File: src/rtl/fir_out_fifo.sv
// rtl/fir_out_fifo.sv - FIR result output FIFO with AXI-Stream master drain and frame FSM
//
// Purpose:
//   Captures one FIR result per w_fifo_en cycle into a DEPTH-entry show-ahead FIFO.
//   Each entry stores a last tag from done_fir, and that tag is presented as sm_tlast.
//   A three-state frame FSM (IDLE/ACTIVE/DRAIN) pulses frame_done when the frame leaves the FIFO.
//
// Optional feature:
//   FIR_OUT_LEN_CHECK_EN - counts output beats and sets sticky len_err when a frame is not
//   exactly FRAME_LEN beats long. When it is undefined, len_err is tied to 0.
//
// Ports:
//   clk, rst               clock, asynchronous active-high reset
//   data_in, w_fifo_en     FIR sample and its write strobe
//   done_fir               last-sample marker, coincident with the final w_fifo_en
//   sm_tready              sink ready
//   sm_tvalid/tdata/tlast  head entry of the FIFO (show-ahead)
//   fifo_full, fifo_empty  level == DEPTH, level == 0
//   level                  entries held, 0..DEPTH
//   overflow               sticky: a write was dropped
//   frame_done             one-cycle pulse in the cycle the frame's final beat is accepted
//   len_err                sticky frame length mismatch (optional feature)

module fir_out_fifo #(
  parameter int DATA_W    = 32,
  parameter int DEPTH     = 8,
  parameter int ADDR_W    = 3,
  parameter int FRAME_LEN = 64
) (
  input  logic              clk,
  input  logic              rst,
  input  logic [DATA_W-1:0] data_in,
  input  logic              w_fifo_en,
  input  logic              done_fir,
  input  logic              sm_tready,
  output logic              sm_tvalid,
  output logic [DATA_W-1:0] sm_tdata,
  output logic              sm_tlast,
  output logic              fifo_full,
  output logic              fifo_empty,
  output logic [ADDR_W:0]   level,
  output logic              overflow,
  output logic              frame_done,
  output logic              len_err
);

  // Reject configurations where the pointers cannot wrap cleanly, or the frame is empty.
  if (DEPTH != (1 << ADDR_W) || FRAME_LEN < 1) begin : g_bad_cfg
    $error("fir_out_fifo: DEPTH must equal 2**ADDR_W and FRAME_LEN must be >= 1");
  end

  typedef enum logic [1:0] {
    ST_IDLE   = 2'd0,
    ST_ACTIVE = 2'd1,
    ST_DRAIN  = 2'd2
  } state_e;

  logic [DATA_W:0]   mem_q [DEPTH];
  logic [ADDR_W-1:0] wr_ptr_q, wr_ptr_d;
  logic [ADDR_W-1:0] rd_ptr_q, rd_ptr_d;
  logic [ADDR_W:0]   level_q, level_d;
  logic              overflow_q, overflow_d;
  state_e            state_q, state_d;

  logic              push;
  logic              pop;
  logic [DATA_W:0]   head;
  logic              drain_end;

  // Output view of the FIFO. Data is masked while empty, so stale storage never reaches the sink.
  assign head       = mem_q[rd_ptr_q];
  assign fifo_empty = (level_q == '0);
  assign fifo_full  = (level_q == (ADDR_W+1)'(DEPTH));
  assign sm_tvalid  = !fifo_empty;
  assign sm_tdata   = sm_tvalid ? head[DATA_W-1:0] : '0;
  assign sm_tlast   = sm_tvalid & head[DATA_W];
  assign level      = level_q;
  assign overflow   = overflow_q;

  // A pop in the same cycle frees a slot, so a write into a full FIFO is still accepted.
  assign pop  = sm_tvalid & sm_tready;
  assign push = w_fifo_en & (!fifo_full | pop);

  always_comb begin
    wr_ptr_d   = push ? wr_ptr_q + ADDR_W'(1) : wr_ptr_q;
    rd_ptr_d   = pop  ? rd_ptr_q + ADDR_W'(1) : rd_ptr_q;
    level_d    = level_q;
    unique case ({push, pop})
      2'b10:   level_d = level_q + (ADDR_W+1)'(1);
      2'b01:   level_d = level_q - (ADDR_W+1)'(1);
      default: level_d = level_q;
    endcase
    overflow_d = overflow_q | (w_fifo_en & !push);
  end

  always_ff @(posedge clk or posedge rst) begin
    if (rst) begin
      wr_ptr_q   <= '0;
      rd_ptr_q   <= '0;
      level_q    <= '0;
      overflow_q <= 1'b0;
    end else begin
      wr_ptr_q   <= wr_ptr_d;
      rd_ptr_q   <= rd_ptr_d;
      level_q    <= level_d;
      overflow_q <= overflow_d;
    end
  end

  // Storage is not reset. Validity is carried entirely by level.
  always_ff @(posedge clk) begin
    if (push) begin
      mem_q[wr_ptr_q] <= {done_fir, data_in};
    end
  end

  // The frame ends on the tagged beat. If the tag was dropped by an overflow, the frame
  // instead ends on the beat that leaves the FIFO empty.
  assign drain_end = pop & (sm_tlast | ((level_q == (ADDR_W+1)'(1)) & !push));

  // Frame FSM: state register.
  always_ff @(posedge clk or posedge rst) begin
    if (rst) begin
      state_q <= ST_IDLE;
    end else begin
      state_q <= state_d;
    end
  end

  // Frame FSM: next state. done_fir counts even when its sample is dropped, so a lost tag
  // still moves the FSM to DRAIN.
  always_comb begin
    state_d = state_q;
    unique case (state_q)
      ST_IDLE: begin
        if (w_fifo_en && done_fir) begin
          state_d = ST_DRAIN;
        end else if (push) begin
          state_d = ST_ACTIVE;
        end
      end
      ST_ACTIVE: begin
        if (w_fifo_en && done_fir) begin
          state_d = ST_DRAIN;
        end
      end
      ST_DRAIN: begin
        if (drain_end) begin
          state_d = ST_IDLE;
        end
      end
      default: state_d = ST_IDLE;
    endcase
  end

  // Frame FSM: outputs.
  always_comb begin
    frame_done = (state_q == ST_DRAIN) && drain_end;
  end

`ifdef FIR_OUT_LEN_CHECK_EN
  localparam logic [31:0] LAST_IDX = 32'(FRAME_LEN - 1);

  logic [31:0] beat_cnt_q, beat_cnt_d;
  logic        len_err_q, len_err_d;

  // beat_cnt_q holds the number of beats already sent in the current frame. The beat that
  // arrives with beat_cnt_q == LAST_IDX must be the tagged one.
  always_comb begin
    beat_cnt_d = beat_cnt_q;
    len_err_d  = len_err_q;
    if (pop) begin
      if (sm_tlast) begin
        if (beat_cnt_q != LAST_IDX) begin
          len_err_d = 1'b1;
        end
        beat_cnt_d = '0;
      end else begin
        if (beat_cnt_q == LAST_IDX) begin
          len_err_d = 1'b1;
        end
        beat_cnt_d = beat_cnt_q + 32'd1;
      end
    end
  end

  always_ff @(posedge clk or posedge rst) begin
    if (rst) begin
      beat_cnt_q <= '0;
      len_err_q  <= 1'b0;
    end else begin
      beat_cnt_q <= beat_cnt_d;
      len_err_q  <= len_err_d;
    end
  end

  assign len_err = len_err_q;
`else
  assign len_err = 1'b0;
`endif

endmodule

File: config.mk
export PLATFORM = sky130hd
export DESIGN_NAME = fir_out_fifo
export DESIGN_NICKNAME = d
export VERILOG_FILES = /design/src/rtl/fir_out_fifo.sv
export SDC_FILE = /design/constraint.sdc
export NUM_CORES = 1
export LEC_CHECK = 0
export BUFFER_PORTS_ARGS = -buffer_cell sky130_fd_sc_hd__buf_2
export CELL_PAD_IN_SITES_DETAIL_PLACEMENT = 0
export CELL_PAD_IN_SITES_GLOBAL_PLACEMENT = 1
export CORE_UTILIZATION = 56
export CTS_CLUSTER_DIAMETER = 80
export DETAILED_ROUTE_END_ITERATION = 7
export GPL_TIMING_DRIVEN = 1
export PLACE_DENSITY = 0.87
export SYNTH_ARGS = -nofsm -noshare
export SYNTH_HDL_FRONTEND = slang
export SYNTH_SLANG_ARGS = --single-unit
File: constraint.sdc
create_clock -name clk -period 6.9 [get_ports clk]
set_input_delay 0.345 -clock clk [delete_from_list [all_inputs] [get_ports clk]]
set_output_delay 0.345 -clock clk [all_outputs]
set_load 0.01 [all_outputs]
# Yosys cells after proc, flatten, opt, wreduce, memory -nomap -nowiden
# Memories as Yosys holds them, arrays and structs flattened.
# Cells that the tools add are included.
totals:
  ff_bits: 13
  mem_bits_rw: 264
  out_inout_bits: 43
  word_cells: 46
  memories: 1
memory_table:
  columns: ["name", "depth", "width", "read_ports", "rd_ports_with_merged_regs", "write_ports", "line", "source"]
  rows:
  - ["mem_q", 8, 33, 1, 0, 1, "58", "logic [DATA_W:0] mem_q [DEPTH];"]
op_classes:
  n_addsub: 4
  eq_ne: 9
  n_mux: 9
  n_bitwise: 9
  reduce_logical: 9
op_table:
  columns: ["cell", "count"]
  rows:
  - ["$mux W32", 1]
  - ["$mux W2", 4]
  - ["$pmux W4 S2", 1]
  - ["$add A3 B1 Y3 const B", 2]
  - ["$and A1 B1 Y1", 6]
  - ["$pmux W2 S3", 1]
  - ["$add A4 B1 Y4 const B", 1]
  - ["$eq A2 B1 Y1 const B", 2]
  - ["$eq A2 B2 Y1 const B", 2]
  - ["$eq A4 B1 Y1 const B", 1]
  - ["$eq A4 B4 Y1 const B", 1]
  - ["$logic_not A4 Y1", 1]
  - ["$ne A2 B2 Y1 const B", 2]
  - ["$sub A4 B1 Y4 const B", 1]
  - ["$logic_not A1 Y1", 3]
  - ["$ne A3 B3 Y1 const B", 1]
  - ["$or A1 B1 Y1", 3]
  - ["$reduce_and A3 Y1", 1]
  - ["$logic_and A1 B1 Y1", 2]
  - ["$logic_not A2 Y1", 1]
  - ["$mux W1", 2]
  - ["$reduce_bool A2 Y1", 1]

# Longest topological paths before layout
depth:
  word_depth: 11
  mapped_depth: 7
  ltp_nobuf: 7

# Worst setup path after synthesis
# No wires, ideal clock.
synth_path:
  path_type: "flip-flop to flip-flop"
  from: "reg level_q[0] (netlist: level[0])"
  to: "mem mem_q[0][0] in the netlist's numbering, enable pin"
  setup_ns: 0.464
  arrival_ns: 3.505
  t_required_ns: 6.436
  setup_slack_ns: 2.931
  path_stages_with_launch: 7
  n_path_buf: 0
  path_cell_list: "dfrtp_1 inv_1 ha_1 nand3b_1 o21a_1 nand2b_1 nor3_1"
synth_between:
  elab_chain_cells: 7
  elab_cells_between_ends: 9
  cone_classes: "eq/ne (1); mux (2); bitwise (3); reduce/logical (3)"
synth_rtl:
  columns: ["item", "line", "source"]
  rows:
  - ["from (decl)", "61", "logic [ADDR_W:0] level_q, level_d;"]
  - ["from (signal assigned)", "105", "level_q <= level_d;"]
  - ["$logic_not A4 Y1", "72", "assign fifo_empty = (level_q == '0);"]
  - ["$logic_not A1 Y1", "74", "assign sm_tvalid = !fifo_empty;"]
  - ["$and A1 B1 Y1", "81", "assign pop = sm_tvalid & sm_tready;"]
  - ["$or A1 B1 Y1 (*)", "82", "assign push = w_fifo_en & (!fifo_full | pop);"]
  - ["$and A1 B1 Y1 (*)", "82", null]
  - ["$mux W1 (*)", "112", "if (push) begin"]
  - ["$mux W1 (implied by the code) (*)", "113", "mem_q[wr_ptr_q] <= {done_fir, data_in};"]
  - ["to (decl)", "58", null]
# Mark *: on every way between the ends. The rest lies on a longest branch, timed or not.

# Worst setup path after layout
layout_path:
  from: "reg rd_ptr_q[0]"
  to: "out sm_tdata[5]"
layout_between:
  elab_chain_cells: 2
layout_rtl:
  columns: ["item", "line", "source"]
  rows:
  - ["from (decl)", "60", "logic [ADDR_W-1:0] rd_ptr_q, rd_ptr_d;"]
  - ["from (signal assigned)", "104", "rd_ptr_q <= rd_ptr_d;"]
  - ["$mem_v2 Z8 W33", null, null]
  - ["$mux W32", "75", "assign sm_tdata = sm_tvalid ? head[DATA_W-1:0] : '0;"]
  - ["to (decl)", "37", "output logic [DATA_W-1:0] sm_tdata,"]
# No other way between the ends.

==> flow_metrics.tcl <==
set metrics [dict create \
    clk_pin_slew_ns 0.06 \
    drv_cap 0 \
    total_power_w 0.00536 \
    first_pass_iters 4 \
    final_cell_mix "264 x edfxtp_1, 78 x buf_2, 66 x mux4_2" \
    tns_ns 0 \
    hold_class "input pin to flip-flop" \
    synth.area.top_cells "edfxtp_1 74%, mux4_2 14%, mux2i_1 3.2%" \
    final_area_um2 12400 \
    fillers 1203 \
    dpl_cell_area_um2 11500 \
    dp_hpwl_mm 11.4 \
    fin_nets 642 \
    ys_ff_latch 277 \
    netlist.area_leader.share_pct 73.5 \
    final_layout_size_suffix_gt1_share_pct 33.7 \
    start_kind "flip-flop" \
    arrival_ns 3.17 \
    cts-root-buf "clkbuf_16" \
    status "finished, final reports clean" \
    core_region_area_um2 18800 \
    ant_nets 0 \
    syn_area_per_cell_um2 21.3 \
    yosysWarnings 0 \
    clock-sinks 277 \
    grt_use_total_pct 21.6 \
    drc 0 \
    design.die.area_um2 19800 \
    die_x_um 141 \
    port_buffers 78 \
    start_util_pct 57.4 \
    cts_tree "built" \
    area_growth_pct 15.3 \
    gr-total-overflow 0 \
    dieHeight_um 141 \
    vias 5151 \
    viasPerCell 6.02 \
    yosysUniqueCellTypes 39 \
    fmax_ghz 0.285 \
    regArea_um2 8260 \
    place.gp.congestion 0.748 \
    maxSlewViolCount 0 \
    htreeDepth 1 \
    tightest_slew_ns 1.10 \
    drt_iter0_markers 392 \
    final_common_cell "edfxtp_1" \
    rsz0062_at_grt "no" \
    setup_viol 0 \
    clock_skew_ns 0.0161 \
    synthCells 506 \
    finalWirelength_mm 20.4 \
    cts_max_path_buffers 3 \
    cts_made_buffers 26 \
    period_share_pct 50.9 \
    first_global_vias 5355 \
    required_ns 6.55 \
    synthesis.nets 548 \
    crit_type "flip-flop to output port" \
    avgRoutedWirePerCell_um 23.9 \
    power_density_nw_per_um2 431 \
    grt_pass1_wl_mm 31.3 \
    hold_viol 0 \
    multi_input_area_um2 2420 \
    rows 50 \
    seq_area_frac_synth_pct 76.5 \
    clk_latency_ns 0.53 \
    critPathMaxFanout 54 \
    io_pins 80 \
    min_period_ns 3.51 \
    netlist_area_um2 10800 \
    max_slew_margin_pct 26.0 \
    crit_path_end_kind "output port" \
    synth_top_cell_by_area "edfxtp_1" \
    power.leakage_nw 4.28 \
    vdd_ir_drop_max_mv 0.313 \
    antenna_found_initial 2 \
    grt_start_max_net_pins 55 \
]
==> per-layer routing <==
layer  vias to the layer above  global-route usage [%]  wire length (um)
li1                       2255                       -                 -
met1                      2692                    28.7              7960
met2                       166                    37.4             10800
met3                        36                    3.77              1280
met4                         2                    5.38               428
met5                         -                       0                13
==> power breakdown <==
group / internal [W] / switching, W / leakage, nW
combinational: 0.000732 / 0.000825 / 1.27
clock: 0.000949 / 0.000582 / 0.463
sequential: 0.00210 / 0.000169 / 2.55
==> cells by family (layout without fill, tap and decap cells) <==
group / count (synthesis) / after routing / synth area share (%)
flops: 277 / 277 / 76.5
mux: 101 / 101 / 17.0
simple gates: 73 / 73 / 3.04
buf+inv: 31 / 145 / 1.47
compound gates: 13 / 13 / 0.870
fa+ha+maj: 5 / 5 / 0.580
xor+xnor: 5 / 5 / 0.406
other cells: 1 / 2 / 0.0348
==> cell usage after synthesis <==
master and n:
nand3_1 2, clkbuf_1 7, edfxtp_1 264, nand2b_1 4, inv_2 1, o21ai_0 2
ha_1 5, o21a_1 1, xor2_1 1, o21bai_1 1, or3b_1 1, a211oi_1 1
or4_1 1, nand3b_1 1, o221ai_1 1, buf_4 6, or4b_1 1, nor2b_1 2
or4bb_1 1, o32ai_1 1, conb_1 1, buf_1 1, nor2_1 42, mux2_1 1
o31a_1 1, nor3b_1 2, o22ai_1 2, buf_6 1, mux2i_1 34, a32oi_1 1
nand2_1 14, inv_1 5, nor3_1 2, dfrtp_1 13, buf_2 10, mux4_2 66
o21ai_1 1, xnor2_1 4, a221oi_1 1
==> layout make-up <==
cell class	instances	area share, %
antenna	1	0.0201
inverter	6	0.181
multi-input combinational	198	19.5
clock inverter	15	1.87
clock buffer	33	5.69
timing repair buffer	91	3.95
tap	234	2.36
sequential	277	66.4
==> through the flow <==
step	hold WS [ns]	cells	setup slack, ns	util, %
after floorplan	0.222	506	2.93	-
after global placement	0.394	805	3.84	61.2
after detailed placement	0.393	805	3.75	61.2
after CTS	0.0560	854	3.25	66.2
after global routing	0.0773	855	3.08	66.2
final	0.0753	855	3.39	66.2
==> repair_timing <==
item / 4_1_cts / 5_1_grt
hold buffers: 1 / 0
setup buffers: 0 / 0
setup endpoints to repair: 0 / 0
endpoints found under the hold margin: 13 / 0
gates resized for setup: 0 / 0
==> critical path, stage by stage (launching register included) <==
cell and delay (ns):
dfrtp_4 0.61, buf_4 0.86, mux4_2 0.61, mux2i_1 0.28, nor2_1 0.07, buf_2 0.17
==> path summary, 6_finish.rpt <==
path	slack (ns)	end	cells after the start	startpoint
max reg2reg	3.73	mem_q[1][1]$_DFFE_PP_	7	level[0]$_DFFE_PP0P_
min reg2reg	0.48	state_q[0]$_DFFE_PP0P_	1	state_q[1]$_DFFE_PP0P_
min in group asynchronous	0.40	overflow$_DFF_PP0_	3	rst
max	3.39	sm_tdata[5]	5	rd_ptr_q[0]$_DFFE_PP0P_
max in group asynchronous	6.12	rd_ptr_q[0]$_DFFE_PP0P_	3	rst
min	0.08	mem_q[7][26]$_DFFE_PP_	1	data_in[26]
==> state kept, by name, indices dropped and copies added, names as in the netlist <==
register,cells
wr_ptr_q,3
mem_q,264
rd_ptr_q,3
state_q,2
level,4
overflow,1
Note: power is estimated with default switching activity, not from simulation.
